==> src/rtl/reg_snapshot_tx.sv <==
// Snapshot serialiser: latches {in1,in2} on request and sends it as a framed,
// parity-protected serial word (start, 5 data LSB-first, parity, stop).
module reg_snapshot_tx #(
  parameter int CLKS_PER_BIT = 10,
  parameter int PARITY_ODD   = 0
) (
  input  logic       clk,
  input  logic       rst,
  input  logic       in1,
  input  logic [3:0] in2,
  input  logic       snap_valid,
  output logic       snap_ready,
  output logic       tx,
  output logic       busy,
  output logic       done
);

  typedef enum logic [2:0] {
    IDLE,
    START,
    DATA,
    PARITY,
    STOP
  } state_t;

  localparam int              CW       = (CLKS_PER_BIT > 1) ? $clog2(CLKS_PER_BIT) : 1;
  localparam logic [CW-1:0]   LAST     = CW'(CLKS_PER_BIT - 1);
  localparam logic [CW-1:0]   PRE_LAST = CW'(CLKS_PER_BIT - 2);
  localparam logic            ODD      = (PARITY_ODD != 0);

  state_t        state;
  logic [CW-1:0] cnt;
  logic [2:0]    idx;
  logic [4:0]    shadow;
  logic          bit_end;

  assign bit_end    = (cnt == LAST);
  assign snap_ready = (state == IDLE);

  // NOTE: all state lives in one clocked block with non-blocking assignments,
  // so every register sees the pre-edge values of the others.
  always_ff @(posedge clk) begin
    if (rst) begin
      state  <= IDLE;
      cnt    <= '0;
      idx    <= '0;
      shadow <= '0;
      tx     <= 1'b1;
      busy   <= 1'b0;
      done   <= 1'b0;
    end else begin
      done <= 1'b0;
      if (state != IDLE) cnt <= bit_end ? '0 : cnt + CW'(1);

      case (state)
        IDLE: begin
          if (snap_valid) begin
            shadow <= {in1, in2};
            state  <= START;
            tx     <= 1'b0;
            busy   <= 1'b1;
            cnt    <= '0;
            idx    <= '0;
          end
        end
        START: begin
          if (bit_end) begin
            state <= DATA;
            tx    <= shadow[0];
            idx   <= '0;
          end
        end
        DATA: begin
          if (bit_end) begin
            if (idx == 3'd4) begin
              state <= PARITY;
              tx    <= (^shadow) ^ ODD;
            end else begin
              idx <= idx + 3'd1;
              tx  <= shadow[idx + 3'd1];
            end
          end
        end
        PARITY: begin
          if (bit_end) begin
            state <= STOP;
            tx    <= 1'b1;
          end
        end
        STOP: begin
          // done is registered, so it is raised one cycle early to land on the final STOP cycle.
          if (cnt == PRE_LAST) done <= 1'b1;
          if (bit_end) begin
            state <= IDLE;
            busy  <= 1'b0;
            idx   <= '0;
          end
        end
        default: begin
          state <= IDLE;
          tx    <= 1'b1;
          busy  <= 1'b0;
        end
      endcase
    end
  end

endmodule
==> config.mk <==
export PLATFORM = sky130hd
export DESIGN_NAME = reg_snapshot_tx
export DESIGN_NICKNAME = d
export VERILOG_FILES = /design/src/rtl/reg_snapshot_tx.sv
export SDC_FILE = /design/constraint.sdc
export NUM_CORES = 1
export LEC_CHECK = 0
export BUFFER_PORTS_ARGS = -buffer_cell sky130_fd_sc_hd__buf_2
export CORE_MARGIN = 8
export CORE_UTILIZATION = 30
export CTS_BUF_LIST = sky130_fd_sc_hd__clkbuf_16
export CTS_CLUSTER_DIAMETER = 50
export CTS_CLUSTER_SIZE = 8
export DETAILED_ROUTE_END_ITERATION = 16
export SLEW_MARGIN = 20
export SYNTH_ARGS = -nofsm -noshare
export SYNTH_HDL_FRONTEND = slang
export SYNTH_SLANG_ARGS = --single-unit
==> constraint.sdc <==
create_clock -name clk -period 1.86 [get_ports clk]
set_clock_uncertainty 0.05 [all_clocks]
set_input_delay 0.093 -clock clk [delete_from_list [all_inputs] [get_ports clk]]
set_output_delay 0.093 -clock clk [all_outputs]
set_load 0.02 [all_outputs]
======== After elaboration in Yosys (flattened, before gate mapping) ========
Cells that the tools add are included.
cells by class
  $add $sub $neg .......................... 2
  $lt $le $gt $ge ......................... 1
  equal/unequal tests ..................... 15
  mux-type cells .......................... 27
  bitwise logic cells ..................... 2
  reductions and logical operators ........ 12
operators with widths
  cell                                                        count
  two-way mux 3 bit                                           9
  two-way mux 4 bit                                           4
  case mux 3 bit (5 select lines)                             1
  inequality test 2 bit, second input constant                7
  AND reduction 5 bit                                         2
  two-way mux 1 bit                                           9
  case mux 3 bit (3 select lines)                             1
  equality test 4 bit, second input constant                  2
  equality test 3 x 2 -> 1 bit, second input constant         2
  equality test 3 bit, second input constant                  2
  AND reduction 6 bit                                         1
  nonzero test 3 bit                                          2
  case mux 1 bit (5 select lines)                             1
  XOR reduction 5 bit                                         1
  adder 4 x 1 -> 4 bit, second input constant                 1
  less-than comparator 3 x 4 -> 1 bit, second input constant  1
  OR reduction 2 bit                                          2
  adder 3 x 1 -> 3 bit, second input constant                 1
  binary-select mux 1 bit (select 3 bit)                      1
  equality test 3 x 1 -> 1 bit, second input constant         1
  zero test 3 bit                                             1
  case mux 1 bit (3 select lines)                             1
  AND reduction 3 bit                                         1
  OR reduction 3 bit                                          1
  3 further kinds                                             4
word-level totals
  bits in registers ....................... 18
  bits of input ports ..................... 8
  output and inout bits ................... 4
  logic and storage cells ................. 66

======== Depth between registers and ports, before layout ========
Gate-level depths: netlist of the first run.
  depth after elaboration ................. 6
  gate-level depth with buffers ........... 7
  gate-level depth less buffers ........... 6

======== Worst setup path after synthesis of the first run ========
OpenSTA, ideal clock, no wires.
  path type ............................... reg2reg
  start point ............................. reg idx[0]
  end point ............................... reg tx
  setup time .............................. 0.135 ns
  arrival ................................. 1.642 ns
  data required time ...................... 1.675 ns
  setup slack ............................. 0.033 ns
  stages on the path, launching flop included .. 7
  buffers on the path ..................... 0
  clock period less this slack ............ 1.827 ns
  cells stage by stage .................... dfxtp_1 > inv_1 > ha_1 > mux4_2 > and2_1 > o211ai_1 > a41oi_1
between the ends
  longest elaborated chain between the ends .. 6
  elaborated cells between the ends (all ways) .. 7
  those cells by class .................... add/sub: 1; eq/ne: 1; mux: 5
RTL lines
  what                                     line  source
  from (decl)                              33    logic [2:0] idx;
  from (signal assigned)                   79    idx <= idx + 3'd1;
  adder 3 x 1 -> 3 bit                     80    tx <= shadow[idx + 3'd1];
  binary-select mux 1 bit (select 3 bit)   80
  two-way mux 1 bit (not written as such)  80
  two-way mux 1 bit *                      75    if (idx == 3'd4) begin
  two-way mux 1 bit *                      74    if (bit_end) begin
  case mux 1 bit (5 select lines) *        55    case (state)
  to (signal assigned)                     69    tx <= shadow[0];
  to (signal assigned)                     77    tx <= (^shadow) ^ ODD;
  to (signal assigned)                     80
  to (decl)                                13    output logic tx,
Every way passes the cells marked *; elsewhere a longest branch is shown, timed or not. The select of a mux whose other input is x is not followed.
A chain may end at the register's enable or synchronous reset.

======== Worst setup path after layout of the first run ========
  start point ............................. reg idx[1]
  end point ............................... reg tx
The elaborated chain is that of the path after synthesis.

==> results of run 1 <==
## worst max-delay path, stage by stage, from the launching register on
cell and delay (ps):
sky130_fd_sc_hd__dfxtp_2 340, sky130_fd_sc_hd__inv_1 70, sky130_fd_sc_hd__ha_4 280, sky130_fd_sc_hd__mux4_2 480, sky130_fd_sc_hd__and2_1 170, sky130_fd_sc_hd__o211ai_1 150, sky130_fd_sc_hd__a41oi_1 120
## cell families after synthesis
group | synth area share
AO/OA/AOI/OAI | 0.183
buffers and inverters | 0.0491
multiplexers | 0.0678
flip-flops | 0.336
XOR/XNOR | 0.0619
adder cells (fa/ha/maj) | 0.0234
AND/OR/NAND/NOR | 0.278
## cell usage after synthesis
| cell type | count |
|---|---|
| sky130_fd_sc_hd__xor2_1 | 2 |
| sky130_fd_sc_hd__a211oi_1 | 1 |
| sky130_fd_sc_hd__nor2_1 | 12 |
| sky130_fd_sc_hd__a21oi_2 | 1 |
| sky130_fd_sc_hd__buf_4 | 1 |
| sky130_fd_sc_hd__or2b_1 | 2 |
| sky130_fd_sc_hd__o211ai_1 | 4 |
| sky130_fd_sc_hd__ha_1 | 2 |
| sky130_fd_sc_hd__nand3b_1 | 2 |
| sky130_fd_sc_hd__inv_2 | 1 |
| sky130_fd_sc_hd__a32oi_2 | 1 |
| sky130_fd_sc_hd__nand4b_1 | 2 |
| sky130_fd_sc_hd__mux2i_1 | 5 |
| sky130_fd_sc_hd__a41oi_1 | 1 |
| sky130_fd_sc_hd__nand2_1 | 6 |
| sky130_fd_sc_hd__or3_1 | 2 |
| sky130_fd_sc_hd__inv_1 | 4 |
| sky130_fd_sc_hd__and2_1 | 2 |
| sky130_fd_sc_hd__nand4_1 | 2 |
| sky130_fd_sc_hd__nor2_8 | 1 |
| sky130_fd_sc_hd__nor3_1 | 2 |
| sky130_fd_sc_hd__xnor2_1 | 3 |
| sky130_fd_sc_hd__nand4bb_4 | 1 |
| sky130_fd_sc_hd__mux4_2 | 1 |
| sky130_fd_sc_hd__clkbuf_1 | 3 |
| sky130_fd_sc_hd__xnor3_1 | 1 |
| sky130_fd_sc_hd__buf_2 | 3 |
| sky130_fd_sc_hd__nor4_1 | 1 |
| sky130_fd_sc_hd__a31oi_1 | 1 |
| sky130_fd_sc_hd__a21boi_0 | 2 |
| sky130_fd_sc_hd__a21oi_1 | 7 |
| sky130_fd_sc_hd__a2111o_1 | 1 |
| sky130_fd_sc_hd__nor2_2 | 1 |
| sky130_fd_sc_hd__o31a_1 | 1 |
| sky130_fd_sc_hd__and4bb_1 | 1 |
| sky130_fd_sc_hd__o21a_1 | 1 |
| sky130_fd_sc_hd__nand3_1 | 3 |
| sky130_fd_sc_hd__o311a_1 | 1 |
| sky130_fd_sc_hd__dfxtp_1 | 18 |
| sky130_fd_sc_hd__o31ai_1 | 1 |
| sky130_fd_sc_hd__o21ai_0 | 3 |
| sky130_fd_sc_hd__nand2b_1 | 4 |
| sky130_fd_sc_hd__or4b_1 | 1 |
| sky130_fd_sc_hd__a211o_1 | 1 |
| sky130_fd_sc_hd__nor2b_1 | 2 |
## flip-flops by register name, indices dropped and copies added (netlist names)
signal / cells
busy: 1
cnt: 4
done: 1
idx: 3
shadow: 5
state: 3
tx: 1
## cell usage in the layout, fill, tap and decap left out, drive strengths merged, types with 4 or more instances in the layout
cell type,instances
a21oi,8
buf,14
o211ai,4
inv,5
mux2i,5
nand2b,4
nor2,14
dfxtp,18
nand2,6
## cell type report
type	instances	share of cell area
flip-flops and latches	18	0.286
clock inverters	1	0.00297
repair buffers	14	0.0613
clock buffers	3	0.0593
well taps	46	0.0455
multi-input cells	88	0.530
inverters	5	0.0148
## layer usage
layer | vias to the layer above | part of all wire
li1 | 448 | -
met1 | 418 | 0.49
met2 | 20 | 0.45
met3 | 2 | 0.048
met4 | 0 | 0.012
met5 | - | 0
## repair_timing
| item | in CTS | in global routing |
|---|---|---|
| cloned | 0 | 0 |
| resized for setup | 1 | 2 |
| pin swaps | 0 | 0 |
| setup buffers | 0 | 0 |
| endpoints found under the setup margin | 1 | 1 |
## stage by stage
stage	setup slack (ps)	power [mW]	cell area, um2	hold slack [ps]
2_1_floorplan	33.0	0.508	1070	190
3_3_place_gp	56.4	0.533	1170	281
3_5_place_dp	12.9	0.536	1170	284
4_1_cts	45.5	0.977	1260	28.7
5_1_grt	17.9	1.00	1260	39.1
6_report	77.2	0.963	1260	32.5
## worst min-delay path by stage
| stage | depth (start not counted) | from | endpoint | slack (ps) |
|---|---|---|---|---|
| after floorplan | 2 | in2[0] | shadow[0] | 190 |
| after global placement | 3 | in2[1] | shadow[1] | 280 |
| after detailed placement | 3 | in2[0] | shadow[0] | 280 |
| after CTS | 3 | in2[0] | shadow[0] | 30 |
| after global routing | 3 | in2[0] | shadow[0] | 40 |
| final | 3 | in2[0] | shadow[0] | 30 |
## where the power goes
part,internal [mW],switching (mW)
Combinational,0.0511,0.0568
Sequential,0.401,0.0177
Clock,0.286,0.150
==> run_results.csv, run 1 <==
group,metric,value,unit
sta,slew-limit-headroom,0.757,
pwr,total_leakage_power,0.443,nW
final_layout,drive_gt1_frac,0.209,
route,detail_route.wl_per_cell,12.9,um
final_layout,areaGrowthSynthToFinish,18.1,%
sta,fin_setup_tns,0,ps
clocking,ctsHtreeMaxLevel,1,
worst_setup_path,cp_max_fo,3,
route,route.antenna.remaining_nets,0,
clocking,clk-insertion-delay-late,250,ps
clocking,cts.reportedPaths.clkPinSlew,60,ps
worst_setup_path,worst_setup_path_startpoint,"idx[1]",
yosys,yosys-top-cells-area,"sky130_fd_sc_hd__dfxtp_1, sky130_fd_sc_hd__mux2i_1, sky130_fd_sc_hd__nor2_1",
floorplanning,coreArea,0.00339,mm2
worst_setup_path,crit-reg2reg-capture,"tx",
final_layout,nNetsFinal,140,
route,wirelength,2.27,mm
worst_setup_path,r2r_depth,6,
global_route,grt_first_pass_wirelength,3.86,mm
global_route,globalRouteTotalUtil,0.0873,
place,place.port_buffers,11,
worst_setup_path,crit_arrival,1850,ps
global_route,pin_count_of_the_biggest_net_entering_global_routing,19,
global_route,globalRoute.totalOverflow,0,
clocking,ctsLongestPathBuffers,2,
global_route,number_of_antenna_violations_at_the_first_check_in_global_routing,0,
yosys,syn-instance-count,118,
yosys,ys_types,45,
floorplanning,floorplan_die_area,0.00574,mm2
final_layout,multi_input_gate_area,671,um2
sta,min_period,1780,ps
yosys,ys_seq_area_frac,0.336,
pwr,p_per_area,761,mW/mm2
clocking,numClockSinks,18,
sta,setup-violations-final,0,
global_route,grt_pass1_vias,849,
yosys,netlist_area,0.00107,mm2
route,vias,888,
yosys,synth-seq-cells,18,
worst_setup_path,crit_required,1930,ps
status,run_status,"finished clean",
clocking,tritoncts.num_buffers,3,
route,routed_via_density,5.07,
place,gp_routability_congestion,0.909,
global_route,grt_util_met2,0.133,
yosys,synth_area_per_cell,9.08,um2
floorplanning,fp.dieW,75.8,um
yosys,yosysTopAreaCellShare,0.336,
worst_setup_path,critPathKind,"reg -> reg",
route,drcViolationCount,0,
sta,hold_violations,0,
pwr,max-vdd-ir-drop,0.488,mV
clocking,ctsHoldBuffers,0,
final_layout,num-fill-cells,334,
final_layout,stdcell_count,175,
floorplanning,placement_rows,21,
sta,rsz0062_at_grt,"false",
yosys,postSynthNetCount,128,
global_route,grt-busiest-layer,"met2",
worst_setup_path,critical_path.endpoint_type,"register",
place,post_place_cells,171,
run,reported_max_cap_violation_count,0,
global_route,met3_usage,0.0303,
worst_setup_path,timing.rr.start,"idx[1]",
final_layout,area_of_all_sequential_standard_cells,362,um2
floorplanning,count_of_boundary_i_o_pins,12,
sta,maxClockFrequency,0.561,GHz
clocking,clock_root_buffer,"sky130_fd_sc_hd__clkbuf_16",
final_layout,insertedDiodeCount,0,
global_route,grt_util_met1,0.114,
floorplanning,initial_core_util,0.316,
final_layout,post-route-util,0.373,
worst_setup_path,reg2reg_setup_slack,80,ps
hold_path,hp-class,"in -> reg",
route,drt_iter0_markers,44,
place,dp.final_hpwl,1.72,mm
clocking,tritoncts_clock_tree,"yes",
yosys,synthDominantAreaCellType,"sky130_fd_sc_hd__dfxtp_1",
yosys,count_of_synthesis_stage_warnings_from_yosys,0,
floorplanning,die_h,75.8,um
sta,share_of_the_clock_period_used_by_the_worst_path,0.958,
route,first_pass_iteration_count_of_the_detailed_router,4,
worst_setup_path,worstSetupEndpoint,"tx",
worst_setup_path,worstSetupStartpointType,"register",
sta,report.final.slew_viol_count,0,
sta,worst_pin_slew,365,ps
Power figures use the tool's default switching activity.
==> run 2, diff against run 1 <==
CORE_ASPECT_RATIO = 1.4   (was unset)
==> run_results.csv, run 2 (same netlist as run 1, synthesis figures left out) <==
group,metric,value,unit
status,run_status,"finished clean",
clocking,tritoncts.num_buffers,3,
sta,min_period,1750,ps
sta,rsz0062_at_grt,"true",
sta,worst_pin_slew,362,ps
final_layout,nNetsFinal,142,
worst_setup_path,crit_path_cell_trace,"inv_2, ha_4, mux4_2, and2_1, o211ai_1, a41oi_1",
worst_setup_path,critPathKind,"reg -> reg",
sta,setup-violations-final,0,
final_layout,most_common_cell_after_layout_fill_and_taps_aside,"sky130_fd_sc_hd__dfxtp_1",
clocking,numClockSinks,18,
final_layout,final_cell_mix,"sky130_fd_sc_hd__dfxtp_1, sky130_fd_sc_hd__nor2_1, sky130_fd_sc_hd__buf_2",
global_route,pin_count_of_the_biggest_net_entering_global_routing,19,
pwr,clock_power_share,0.457,
floorplanning,initial_core_util,0.314,
final_layout,area_of_all_sequential_standard_cells,363,um2
place,gp_routability_congestion,0.745,
pwr,total_leakage_power,0.454,nW
clocking,ctsLongestPathBuffers,2,
sta,maxClockFrequency,0.572,GHz
route,wirelength,2.44,mm
worst_setup_path,critical_path.top_delay_family,"multiplexers",
place,dp.final_hpwl,1.82,mm
final_layout,registers.top_by_ff_count,"shadow",
clocking,cts.reportedPaths.clkPinSlew,50,ps
final_layout,multi_input_gate_area,671,um2
pwr,intPower,0.739,mW
sta,hold_ws,26.3,ps
final_layout,post-route-util,0.374,
floorplanning,floorplan_die_area,0.00577,mm2
route,drcViolationCount,0,
worst_setup_path,cp_max_fo,2,
route,routed_via_density,5.19,
route,first_pass_iteration_count_of_the_detailed_router,4,
route,vias,887,
place,post_place_cells,165,
final_layout,num-fill-cells,350,
global_route,grt_first_pass_wirelength,4.09,mm
global_route,number_of_antenna_violations_at_the_first_check_in_global_routing,0,
pwr,power.sequential.fraction,0.432,
worst_setup_path,crit_required,1930,ps
worst_setup_path,crit_arrival,1820,ps
final_layout,insertedDiodeCount,0,
route,drt_iter0_markers,27,
pwr,net-switching-power,0.230,mW
global_route,globalRoute.totalOverflow,0,
clocking,clk-insertion-delay-late,250,ps
global_route,grt_pass1_vias,902,
clocking,ctsHtreeMaxLevel,1,
sta,report.final.slew_viol_count,0,
worst_setup_path,critical_path.endpoint_type,"register",
route,route.antenna.remaining_nets,0,
clocking,tritoncts_clock_tree,"yes",
pwr,p_per_area,761,mW/mm2
floorplanning,placement_rows,25,
floorplanning,die_h,86.7,um
sta,slew-limit-headroom,0.759,
pwr,swShare,0.238,
sta,fin_setup_tns,0,ps
final_layout,drive_gt1_frac,0.237,
pwr,combinationalPowerShare,0.112,
sta,share_of_the_clock_period_used_by_the_worst_path,0.940,
final_layout,largestRegisters,"shadow (5), cnt (4)",
final_layout,largest_register_ff_count,5,
floorplanning,fp.dieW,66.5,um
run,reported_max_cap_violation_count,0,
hold_path,hp-class,"in -> reg",
sta,hold_violations,0,
worst_setup_path,worstSetupStartpointType,"register",
worst_setup_path,timing.critical_path.slowest_stage_cell,"sky130_fd_sc_hd__mux4_2",
final_layout,stdcell_count,171,
pwr,max-vdd-ir-drop,0.520,mV
route,detail_route.wl_per_cell,14.3,um
pwr,finalPower,0.969,mW
floorplanning,coreArea,0.00341,mm2
final_layout,areaGrowthSynthToFinish,18.9,%
place,place.port_buffers,11,
clocking,clock_root_buffer,"sky130_fd_sc_hd__clkbuf_16",
worst_setup_path,cp_num_buf_inv,1,
worst_setup_path,slowest_delay,470,ps
floorplanning,count_of_boundary_i_o_pins,12,
global_route,globalRouteTotalUtil,0.0926,
==> run 2: cell types whose count changed in the layout (fill, tap and decap cells not counted), sizes merged <==
cell  delta
buf      +2
==> run 2: path summary, 6_finish.rpt <==
| check | startpoint | slack, ps | cells after the start | end |
|---|---|---|---|---|
| max | idx[1] | 110 | 6 | tx |
| min | in2[0] | 30 | 3 | shadow[0] |
| max reg2reg | idx[1] | 110 | 6 | tx |
| min reg2reg | idx[0] | 490 | 3 | idx[0] |
==> run 2: metrics by stage <==
| stage | instance area (um2) | worst slack [ps] |
|---|---|---|
| floorplan | 1070 | 33.0 |
| global placement | 1160 | 60.4 |
| detailed placement | 1160 | -18.8 |
| CTS | 1260 | 32.3 |
| global route | 1270 | -0.375 |
| finish | 1270 | 112 |
==> run 2: metal layers <==
layer | part of all wire | track usage
met1 | 0.39 | 0.0905
met2 | 0.53 | 0.159
met3 | 0.047 | 0.0335
met4 | 0.028 | 0.0585
met5 | 0 | 0
==> run 2: worst reg2reg max path, delay by kind of cell (launching register included) <==
kind,cells,cell delay [ps]
buffers and inverters,1,50
AOI/OAI and AO/OA,2,290
muxes,1,470
adders and majority gates,1,270
and+or+nand+nor,1,140
DFF,1,340
==> run 2: area by class of cell <==
class                   instances  share of cell area
well taps                      40              0.0393
multi-input cells              88               0.527
flip-flops and latches         18               0.285
repair buffers                 16              0.0727
inverters                       5              0.0147
clock inverters                 1             0.00295
clock buffers                   3              0.0589
==> run 2: timing repair <==
action | 4_1_cts | 5_1_grt
setup buffers | 0 | 2
endpoints found under the setup margin | 1 | 1
gates resized for setup | 1 | 4
hold buffers | 0 | 0
pin swaps | 0 | 4
==> run 2: power groups by stage <==
stage / combinational (mW) / sequential (mW) / clock, mW
floorplan: 0.0842 / 0.424 / 0
global placement: 0.107 / 0.427 / 0
detailed placement: 0.109 / 0.427 / 0
CTS: 0.109 / 0.418 / 0.452
global route: 0.119 / 0.421 / 0.464
finish: 0.108 / 0.418 / 0.443
